`src/rtl/alu.sv`:
```
// Registered N-bit ALU: eight operations, one result per cycle, latency 1.
// Ports: clk, rst (async, active-high); in_valid, A, B, opcode in;
//        out_valid, Y, carry, overflow, zero, negative out.
// Optional flags: define ALU_FLAGS_EN to compute carry/overflow/zero/negative;
//        otherwise the flag registers are omitted and the flags read 0.

module alu #(
    parameter int N = 8
) (
    input  logic         clk,
    input  logic         rst,
    input  logic         in_valid,
    input  logic [N-1:0] A,
    input  logic [N-1:0] B,
    input  logic [2:0]   opcode,
    output logic         out_valid,
    output logic [N-1:0] Y,
    output logic         carry,
    output logic         overflow,
    output logic         zero,
    output logic         negative
);

    localparam int SW = $clog2(N);

    localparam logic [2:0] OP_ADD = 3'd0;
    localparam logic [2:0] OP_SUB = 3'd1;
    localparam logic [2:0] OP_AND = 3'd2;
    localparam logic [2:0] OP_OR  = 3'd3;
    localparam logic [2:0] OP_XOR = 3'd4;
    localparam logic [2:0] OP_NOT = 3'd5;
    localparam logic [2:0] OP_SHL = 3'd6;
    localparam logic [2:0] OP_SHR = 3'd7;

    // Shift distance is B modulo N; upper B bits never reach the shifter.
    logic [SW-1:0] sh;
    logic [N-1:0]  y_d;

    assign sh = B[SW-1:0];

    always_comb begin
        y_d = '0;
        unique case (opcode)
            OP_ADD: y_d = A + B;
            OP_SUB: y_d = A - B;
            OP_AND: y_d = A & B;
            OP_OR:  y_d = A | B;
            OP_XOR: y_d = A ^ B;
            OP_NOT: y_d = ~A;
            OP_SHL: y_d = A << sh;
            OP_SHR: y_d = A >> sh;
            default: y_d = '0;
        endcase
    end

    // Result and valid registers.
    always_ff @(posedge clk or posedge rst) begin
        if (rst) begin
            out_valid <= 1'b0;
        end else begin
            out_valid <= in_valid;
        end
    end

    always_ff @(posedge clk or posedge rst) begin
        if (rst) begin
            Y <= '0;
        end else if (in_valid) begin
            Y <= y_d;
        end
    end

`ifdef ALU_FLAGS_EN

    // Extra MSB on the add/sub paths holds carry-out / borrow.
    logic [N:0] sum_w;
    logic [N:0] dif_w;
    logic       c_d;
    logic       v_d;
    logic       z_d;
    logic       n_d;
    logic       sa;
    logic       sb;

    assign sum_w = {1'b0, A} + {1'b0, B};
    assign dif_w = {1'b0, A} - {1'b0, B};
    assign sa    = A[N-1];
    assign sb    = B[N-1];

    always_comb begin
        c_d = 1'b0;
        v_d = 1'b0;
        unique case (opcode)
            OP_ADD: begin
                c_d = sum_w[N];
                v_d = (sa == sb) && (sum_w[N-1] != sa);
            end
            OP_SUB: begin
                // Borrow out of the wide subtract means A < B unsigned.
                c_d = dif_w[N];
                v_d = (sa != sb) && (dif_w[N-1] != sa);
            end
            default: begin
                c_d = 1'b0;
                v_d = 1'b0;
            end
        endcase
        z_d = (y_d == '0);
        n_d = y_d[N-1];
    end

    always_ff @(posedge clk or posedge rst) begin
        if (rst) begin
            carry    <= 1'b0;
            overflow <= 1'b0;
            zero     <= 1'b0;
            negative <= 1'b0;
        end else if (in_valid) begin
            carry    <= c_d;
            overflow <= v_d;
            zero     <= z_d;
            negative <= n_d;
        end
    end

`else

    assign carry    = 1'b0;
    assign overflow = 1'b0;
    assign zero     = 1'b0;
    assign negative = 1'b0;

`endif

endmodule

```
`config.mk`:
```
export PLATFORM = sky130hd
export DESIGN_NAME = alu
export DESIGN_NICKNAME = d
export VERILOG_FILES = /design/src/rtl/alu.sv
export SDC_FILE = /design/constraint.sdc
export NUM_CORES = 1
export LEC_CHECK = 0
export CORE_ASPECT_RATIO = 1.4
export CORE_MARGIN = 2
export CORE_UTILIZATION = 54
export DETAILED_ROUTE_END_ITERATION = 10
export PLACE_DENSITY = 0.81
export REMOVE_ABC_BUFFERS = 1
export SYNTH_ARGS = -nofsm -noshare
export SYNTH_HDL_FRONTEND = slang
export SYNTH_SLANG_ARGS = --single-unit
```
`constraint.sdc`:
```
create_clock -name clk -period 1.35 [get_ports clk]
set_clock_uncertainty 0.2 [all_clocks]
set_input_delay 0.3375 -clock clk [delete_from_list [all_inputs] [get_ports clk]]
set_output_delay 0.3375 -clock clk [all_outputs]
set_load 0.1 [all_outputs]
```
==> impl_metrics.tcl, run 1 <==
set metrics [dict create \
    failing_step "global routing" \
    syn_area_um2 1960 \
    cts_buffers 3 \
    io_buffers 30 \
    finalWeightedCongestion 0.985 \
    synth_edf_count 0 \
    htree_num_levels 1 \
    die_x_um 54.9 \
    rows 25 \
    ctsHoldBuffers 0 \
    clockBufferDepth 2 \
    track_usage_pct 71.6 \
    die_y_um 75.2 \
    yosys-top-cells-count "ha_1 (25), nand2_1 (22), inv_1 (21), nor2_1 (20)" \
    yosysMostFrequentCell "ha_1" \
    synth_top_area_share_pct 16.0 \
    status "did not finish" \
    synthCells 244 \
    syn_avg_cell_area_um2 8.01 \
    async_reset_ff_share_pct 100 \
    yosys_most_used_dff "dfrtp_1" \
    yosysSeqAreaShare_pct 11.5 \
    firstError "[ERROR GRT-0232] Routing congestion too high. Check the congestion heatmap in the GUI." \
    ys_ff_latch 9 \
    root_buffer "clkbuf_8" \
    antenna_found_initial 1 \
    clock_sinks 9 \
    endpoint_type "register input" \
    ys_types 58 \
    yosysWarningCount 0 \
    worstEndpointGrtRepair "Y[7]$_DFFE_PP0P_/D" \
    initial_core_util_pct 57.4 \
    ios 35 \
    placedInstanceArea_um2 2730 \
    yosys-top-cells-area "ha_1 (16%), dfrtp_1 (12%), mux4_2 (5.8%)" \
    hpwl_mm 5.10 \
    grt_max_degree 30 \
    overflow 7 \
    synth_top_area_cell "ha_1" \
]
cell families after synthesis:
family / synth area share [%]
AOI/OAI and AO/OA: 26.8
and+or+nand+nor: 17.3
buffers and inverters: 11.8
adders and majority gates: 17.0
muxes: 11.7
DFF: 11.5
xor gates and xnor gates: 3.58
other: 0.192
metrics by stage:
step | cells | setup slack, ns | utilization [%]
4_1_cts | 377 | -0.892 | 91.0
3_3_place_gp | 361 | -1.62 | 80.1
2_1_floorplan | 228 | -1.17 | -
3_5_place_dp | 361 | -1.68 | 80.1
what timing repair did:
item,CTS
endpoints found under the setup margin,16
pin swaps,44
buffers inserted,12
gates resized for setup,94
per-layer routing:
layer  GRT overflow  track usage [%]
met5              0             6.94
met4              4             73.1
met3              0             58.7
met2              3             86.8
met1              0             70.6
==> run 2: changes to the inputs <==
--- a/config.mk
+++ b/config.mk
@@ -5,11 +5,10 @@
 export SDC_FILE = /design/constraint.sdc
 export NUM_CORES = 1
 export LEC_CHECK = 0
-export CORE_ASPECT_RATIO = 1.4
 export CORE_MARGIN = 2
-export CORE_UTILIZATION = 54
+export CORE_UTILIZATION = 40
 export DETAILED_ROUTE_END_ITERATION = 10
-export PLACE_DENSITY = 0.81
+export PLACE_DENSITY_LB_ADDON = 0.15
 export REMOVE_ABC_BUFFERS = 1
 export SYNTH_ARGS = -nofsm -noshare
 export SYNTH_HDL_FRONTEND = slang
==> impl_metrics.tcl, run 2 <==
set metrics [dict create \
    place_inst 397 \
    synth_edf_count 0 \
    worst-setup-path-type "input port to register" \
    layout.nets 391 \
    synthCells 244 \
    ys_ff_latch 9 \
    root_buffer "clkbuf_8" \
    synth_top_area_share_pct 16.0 \
    grt_pass1_wl_mm 10.4 \
    drc_errors 0 \
    rr_worst_depth 3 \
    grt_pass1_vias 2179 \
    r2r_slack_ns 0.14 \
    r2r-end "Y[7]$_DFFE_PP0P_" \
    die-area_um2 5460 \
    cts.clk_slew.worst_paths_ns 0.05 \
    die_x_um 73.9 \
    synth_top_area_cell "ha_1" \
    yosysWarningCount 0 \
    clockBufferDepth 2 \
    fmax_mhz 437 \
    via_count 2172 \
    initial_core_util_pct 41.4 \
    ys_types 58 \
    maxCapViolations 0 \
    path_cells "buf_6, nor3b_4, buf_6, a31oi_4, xnor2_1, ha_2, o21ai_2, o21bai_1, a21oi_2, and3_1, o32a_1" \
    finalWeightedCongestion 0.883 \
    clock_sinks 9 \
    antenna_found_initial 0 \
    min_period_over_period_pct 169 \
    violations "negative setup slack" \
    status "finished with violations" \
    reg_top3 "Y x8, out_valid x1" \
    path_common_cell "buf_6" \
    ios 35 \
    syn_area_um2 1960 \
    htree_num_levels 1 \
    drt_wl_total_mm 6.29 \
    placedInstanceArea_um2 2830 \
    ant_nets 0 \
    worst_slack_ns -0.936 \
    yosysSeqAreaShare_pct 11.5 \
    drtPass1Iterations 4 \
    core_um2 4720 \
    hold_class "input port to asynchronous set/reset pin" \
    hold_viol_final 0 \
    rsz0062_at_grt "true" \
    yosys-top-cells-count "ha_1 (25), nand2_1 (22), inv_1 (21), nor2_1 (20)" \
    async_reset_ff_share_pct 100 \
    die_y_um 73.9 \
    layout_common_cells "buf_4 (66), ha_1 (22), nor2_1 (19), nand2_1 (19), inv_1 (18)" \
    p_leak_nw 1.47 \
    yosys-top-cells-area "ha_1 (16%), dfrtp_1 (12%), mux4_2 (5.8%)" \
    io_buffers 30 \
    track_usage_pct 25.0 \
    setup_viol 11 \
    critPathMaxStageDelay_ns 0.38 \
    viasPerCell 5.31 \
    cts_tree "done" \
    crit_required_ns 1.27 \
    drv_slew 0 \
    layout-area-overhead-vs-synth_pct 59.6 \
    crit_path_top_delay_cell "ha_2" \
    whs_ns 0.177 \
    drt_iter0_markers 173 \
    power_density_nw_per_um2 704 \
    ctsHoldBuffers 0 \
    clock_latency_ns 0.23 \
    cp.arrival_ns 2.20 \
    diodes 0 \
    max_flop_register "Y" \
    yosysMostFrequentCell "ha_1" \
    cts_buffers 3 \
    grt_max_degree 30 \
    instances_no_fill 409 \
    drive_gt1_share_pct 42.1 \
    startpoint_type "input port" \
    overflow 0 \
    finalCriticalPeriod_ns 2.29 \
    hpwl_mm 4.93 \
    critical_path_buf_inv_count 2 \
    timing.rr.start "Y[7]$_DFFE_PP0P_" \
    syn_avg_cell_area_um2 8.01 \
    largest_register_ffs 8 \
    stdcell_area_um2 3120 \
    final_common_cell "buf_4" \
    cp_top_family "compound AO/OA/AOI/OAI gates" \
    ir_drop_mv 0.409 \
    wire_per_inst_um 15.4 \
    rows 25 \
    worstSetupEndpointType "register" \
    yosys_most_used_dff "dfrtp_1" \
    critPathMaxFanout 5 \
]
-- run 2: cell counts after synthesis --
No cell type changed its count.
-- run 2: stage by stage --
step	util [%]	worst slack (ns)	setup TNS, ns	total power [W]
global route	66.1	-1.04	-7.04	0.00232
floorplan	-	-1.17	-6.99	0.00109
CTS	65.2	-0.930	-5.97	0.00217
detailed placement	60.0	-1.76	-12.03	0.00175
finish	66.1	-0.936	-6.12	0.00220
global placement	60.0	-1.71	-11.84	0.00173
-- run 2: logic make-up after synthesis --
kind of cell / after synthesis / share of synthesized area [%]
flip-flops: 9 / 11.5
AND/OR/NAND/NOR: 70 / 17.3
AO/OA/AOI/OAI: 73 / 26.8
adder cells (fa/ha/maj): 26 / 17.0
buffers and inverters: 41 / 11.8
XOR/XNOR: 8 / 3.58
other: 1 / 0.192
multiplexers: 16 / 11.7
-- run 2: timing repair --
| item | CTS | global route |
|---|---|---|
| pin swaps | 26 | 7 |
| setup buffers | 6 | 3 |
| gates resized for setup | 89 | 8 |
| endpoints found under the setup margin | 16 | 16 |
-- run 2: cell type report --
| type | instances | area (um2) |
|---|---|---|
| Clock buffer | 4 | 45.0 |
| Fill cell | 417 | 1600 |
| Inverter | 22 | 82.6 |
| Multi-Input combinational cell | 197 | 1650 |
| Sequential cell | 9 | 225 |
| Tap cell | 67 | 83.8 |
| Timing Repair Buffer | 110 | 1030 |
-- run 2: layer usage --
metal / part of all wire (%) / vias to the layer above / track usage (%)
li1: - / 1077 / -
met1: 43 / 1028 / 31.6
met2: 52 / 59 / 46.4
met3: 3.8 / 8 / 2.33
met4: 1.3 / 0 / 3.84
met5: 0 / - / 0
-- run 2: how the worst max path moves through the flow --
stage	startpoint	endpoint	slack [ns]	cells after the start
6_report	opcode[1]	Y[6]$_DFFE_PP0P_	-0.94	11
5_1_grt	opcode[1]	Y[6]$_DFFE_PP0P_	-1.04	11
4_1_cts	opcode[2]	Y[6]$_DFFE_PP0P_	-0.93	11
3_5_place_dp	B[1]	Y[4]$_DFFE_PP0P_	-1.76	13
3_3_place_gp	B[1]	Y[4]$_DFFE_PP0P_	-1.71	13
2_1_floorplan	opcode[1]	Y[6]$_DFFE_PP0P_	-1.17	8
-- run 2: power by group --
part           total [W]  internal [W]  switching (W)  leakage (nW)
Clock           0.000310      0.000206       0.000104        0.0228
Combinational    0.00153      0.000682       0.000852          1.34
Sequential      0.000354      0.000310      0.0000442         0.105
Total            0.00220       0.00120        0.00100          1.47
Note: power is estimated with default switching activity, not from simulation.
==> run 3: changes to the inputs <==
--- a/config.mk
+++ b/config.mk
@@ -7,8 +7,9 @@
 export LEC_CHECK = 0
 export CORE_MARGIN = 2
 export CORE_UTILIZATION = 40
+export CTS_CLUSTER_SIZE = 8
 export DETAILED_ROUTE_END_ITERATION = 10
-export PLACE_DENSITY_LB_ADDON = 0.15
+export PLACE_DENSITY = 0.68
 export REMOVE_ABC_BUFFERS = 1
 export SYNTH_ARGS = -nofsm -noshare
 export SYNTH_HDL_FRONTEND = slang
==> impl_metrics.tcl, run 3 (same netlist as run 2, synthesis figures left out) <==
set metrics [dict create \
    status "finished with violations" \
    violations "negative setup slack" \
    power_density_nw_per_um2 710 \
    critPathMaxStageDelay_ns 0.35 \
    fill_cells 371 \
    viasPerCell 5.64 \
    setup_viol 15 \
    finalCriticalPeriod_ns 2.25 \
    p_int_w 0.00121 \
    antenna_found_initial 0 \
    rows 25 \
    drtPass1Iterations 4 \
    path_common_cell "buf_6" \
    ant_nets 0 \
    cts_buffers 3 \
    grt_pass1_wl_mm 11.0 \
    clock_latency_ns 0.24 \
    path_cells "buf_6, buf_6, nor3_4, buf_6, nor2_1, xnor2_1, ha_2, o21ai_2, o21bai_1, a21oi_2, and3_1, o32a_1" \
    ir_drop_mv 0.439 \
    reg_top3 "Y x8, out_valid x1" \
    max_flop_register "Y" \
    via_count 2285 \
    ios 35 \
    p_switching_w 0.00105 \
    clock_sinks 9 \
    drt_wl_total_mm 6.96 \
    drt_iter0_markers 252 \
    wire_per_inst_um 17.2 \
    crit_required_ns 1.26 \
    multiInputGateArea_um2 1700 \
    cts_tree "done" \
    power_frac_seq_pct 15.8 \
    cp_top_family "compound AO/OA/AOI/OAI gates" \
    startpoint_type "input port" \
    die_y_um 73.9 \
    overflow 0 \
    maxCapViolations 0 \
    pre_cts_slack_ns -1.71 \
    die-area_um2 5460 \
    p_leak_nw 1.47 \
    final_common_cell "buf_4" \
    critical_path_buf_inv_count 3 \
    hold_viol_final 0 \
    core_um2 4720 \
    grt_pass1_vias 2332 \
    final-seq-area_um2 226 \
    fmax_mhz 444 \
    critPathMaxFanout 3 \
    io_buffers 30 \
    clockBufferDepth 2 \
    layout-area-overhead-vs-synth_pct 63.0 \
    finalWeightedCongestion 0.955 \
    crit_path_top_delay_cell "ha_2" \
    worst_slack_ns -0.904 \
    hpwl_mm 4.94 \
    switching_share_pct 46.6 \
    track_usage_pct 25.9 \
    root_buffer "clkbuf_8" \
    ctsHoldBuffers 0 \
    largest_register_ffs 8 \
    diodes 0 \
    grt_max_degree 30 \
    hold_class "input port to asynchronous set/reset pin" \
    drv_slew 0 \
    placedInstanceArea_um2 2780 \
    worstSetupEndpointType "register" \
    rsz0062_at_grt "true" \
    stdcell_area_um2 3190 \
    r2r_slack_ns 0.07 \
    initial_core_util_pct 41.4 \
    drive_gt1_share_pct 42.9 \
    cts.clk_slew.worst_paths_ns 0.06 \
    power_frac_clock_pct 14.6 \
    cp.arrival_ns 2.17 \
    power_frac_comb_pct 69.6 \
    drc_errors 0 \
    worst-setup-path-type "input port to register" \
    htree_num_levels 1 \
    die_x_um 73.9 \
    layout.nets 387 \
    min_period_over_period_pct 167 \
    layout_common_cells "buf_4 (57), nand2_1 (21), ha_1 (20), buf_6 (20), nor2_1 (19)" \
]
run 3: cell types whose count changed in the layout (fill, tap and decap cells not counted), sizes merged:
| cell | delta |
|---|---|
| buf | -3 |
| clkdlybuf4s15 | +1 |
| clkbuf | +1 |
| dlygate4sd2 | -3 |
run 3: per-layer routing:
metal | vias to the layer above | track usage, % | wire, um
met5 | - | 0 | 0
met4 | 0 | 8.69 | 254
met3 | 29 | 2.33 | 482
met2 | 109 | 47.7 | 3610
met1 | 1076 | 31.3 | 2610
li1 | 1071 | - | -
run 3: worst paths after layout:
| kind | from | end | cells after the start |
|---|---|---|---|
| worst max-delay path | B[0] | Y[6]$_DFFE_PP0P_ | 12 |
| worst min-delay path | rst | Y[4]$_DFFE_PP0P_ | 2 |
| worst max register to register | Y[7]$_DFFE_PP0P_ | Y[7]$_DFFE_PP0P_ | 3 |
| worst min register to register | Y[2]$_DFFE_PP0P_ | Y[2]$_DFFE_PP0P_ | 2 |
| max in group asynchronous | rst | Y[7]$_DFFE_PP0P_ | 2 |
| min in group clk | Y[2]$_DFFE_PP0P_ | Y[2]$_DFFE_PP0P_ | 2 |
run 3: power groups by stage:
| stage | Sequential (W) | Clock, W | Combinational (W) |
|---|---|---|---|
| 3_3_place_gp | 0.000359 | 0 | 0.00133 |
| 3_5_place_dp | 0.000360 | 0 | 0.00136 |
| 2_1_floorplan | 0.000619 | 0 | 0.000473 |
| 5_1_grt | 0.000361 | 0.000345 | 0.00166 |
| 4_1_cts | 0.000355 | 0.000319 | 0.00150 |
| 6_report | 0.000357 | 0.000331 | 0.00158 |
run 3: metrics by stage:
stage / TNS, ns / hold WS, ns / util [%] / std cells / total power [W]
floorplan: -6.99 / -0.0346 / - / 228 / 0.00109
global placement: -11.24 / 0.357 / 58.9 / 390 / 0.00169
detailed placement: -11.65 / 0.371 / 58.9 / 390 / 0.00172
CTS: -5.79 / 0.186 / 66.1 / 405 / 0.00218
global route: -6.42 / 0.213 / 67.5 / 405 / 0.00237
finish: -5.66 / 0.171 / 67.5 / 405 / 0.00226
run 3: area by class of cell:
cell class | instances | area share (%)
Multi-Input combinational cell | 197 | 53.4
Timing Repair Buffer | 106 | 32.7
Sequential cell | 9 | 7.10
Inverter | 22 | 2.83
Tap cell | 67 | 2.63
Clock buffer | 4 | 1.41
run 3: repair_timing:
| action | 4_1_cts | 5_1_grt |
|---|---|---|
| gates resized for setup | 109 | 21 |
| endpoints found under the setup margin | 15 | 16 |
| setup buffers | 14 | 0 |
| pin swaps | 34 | 15 |
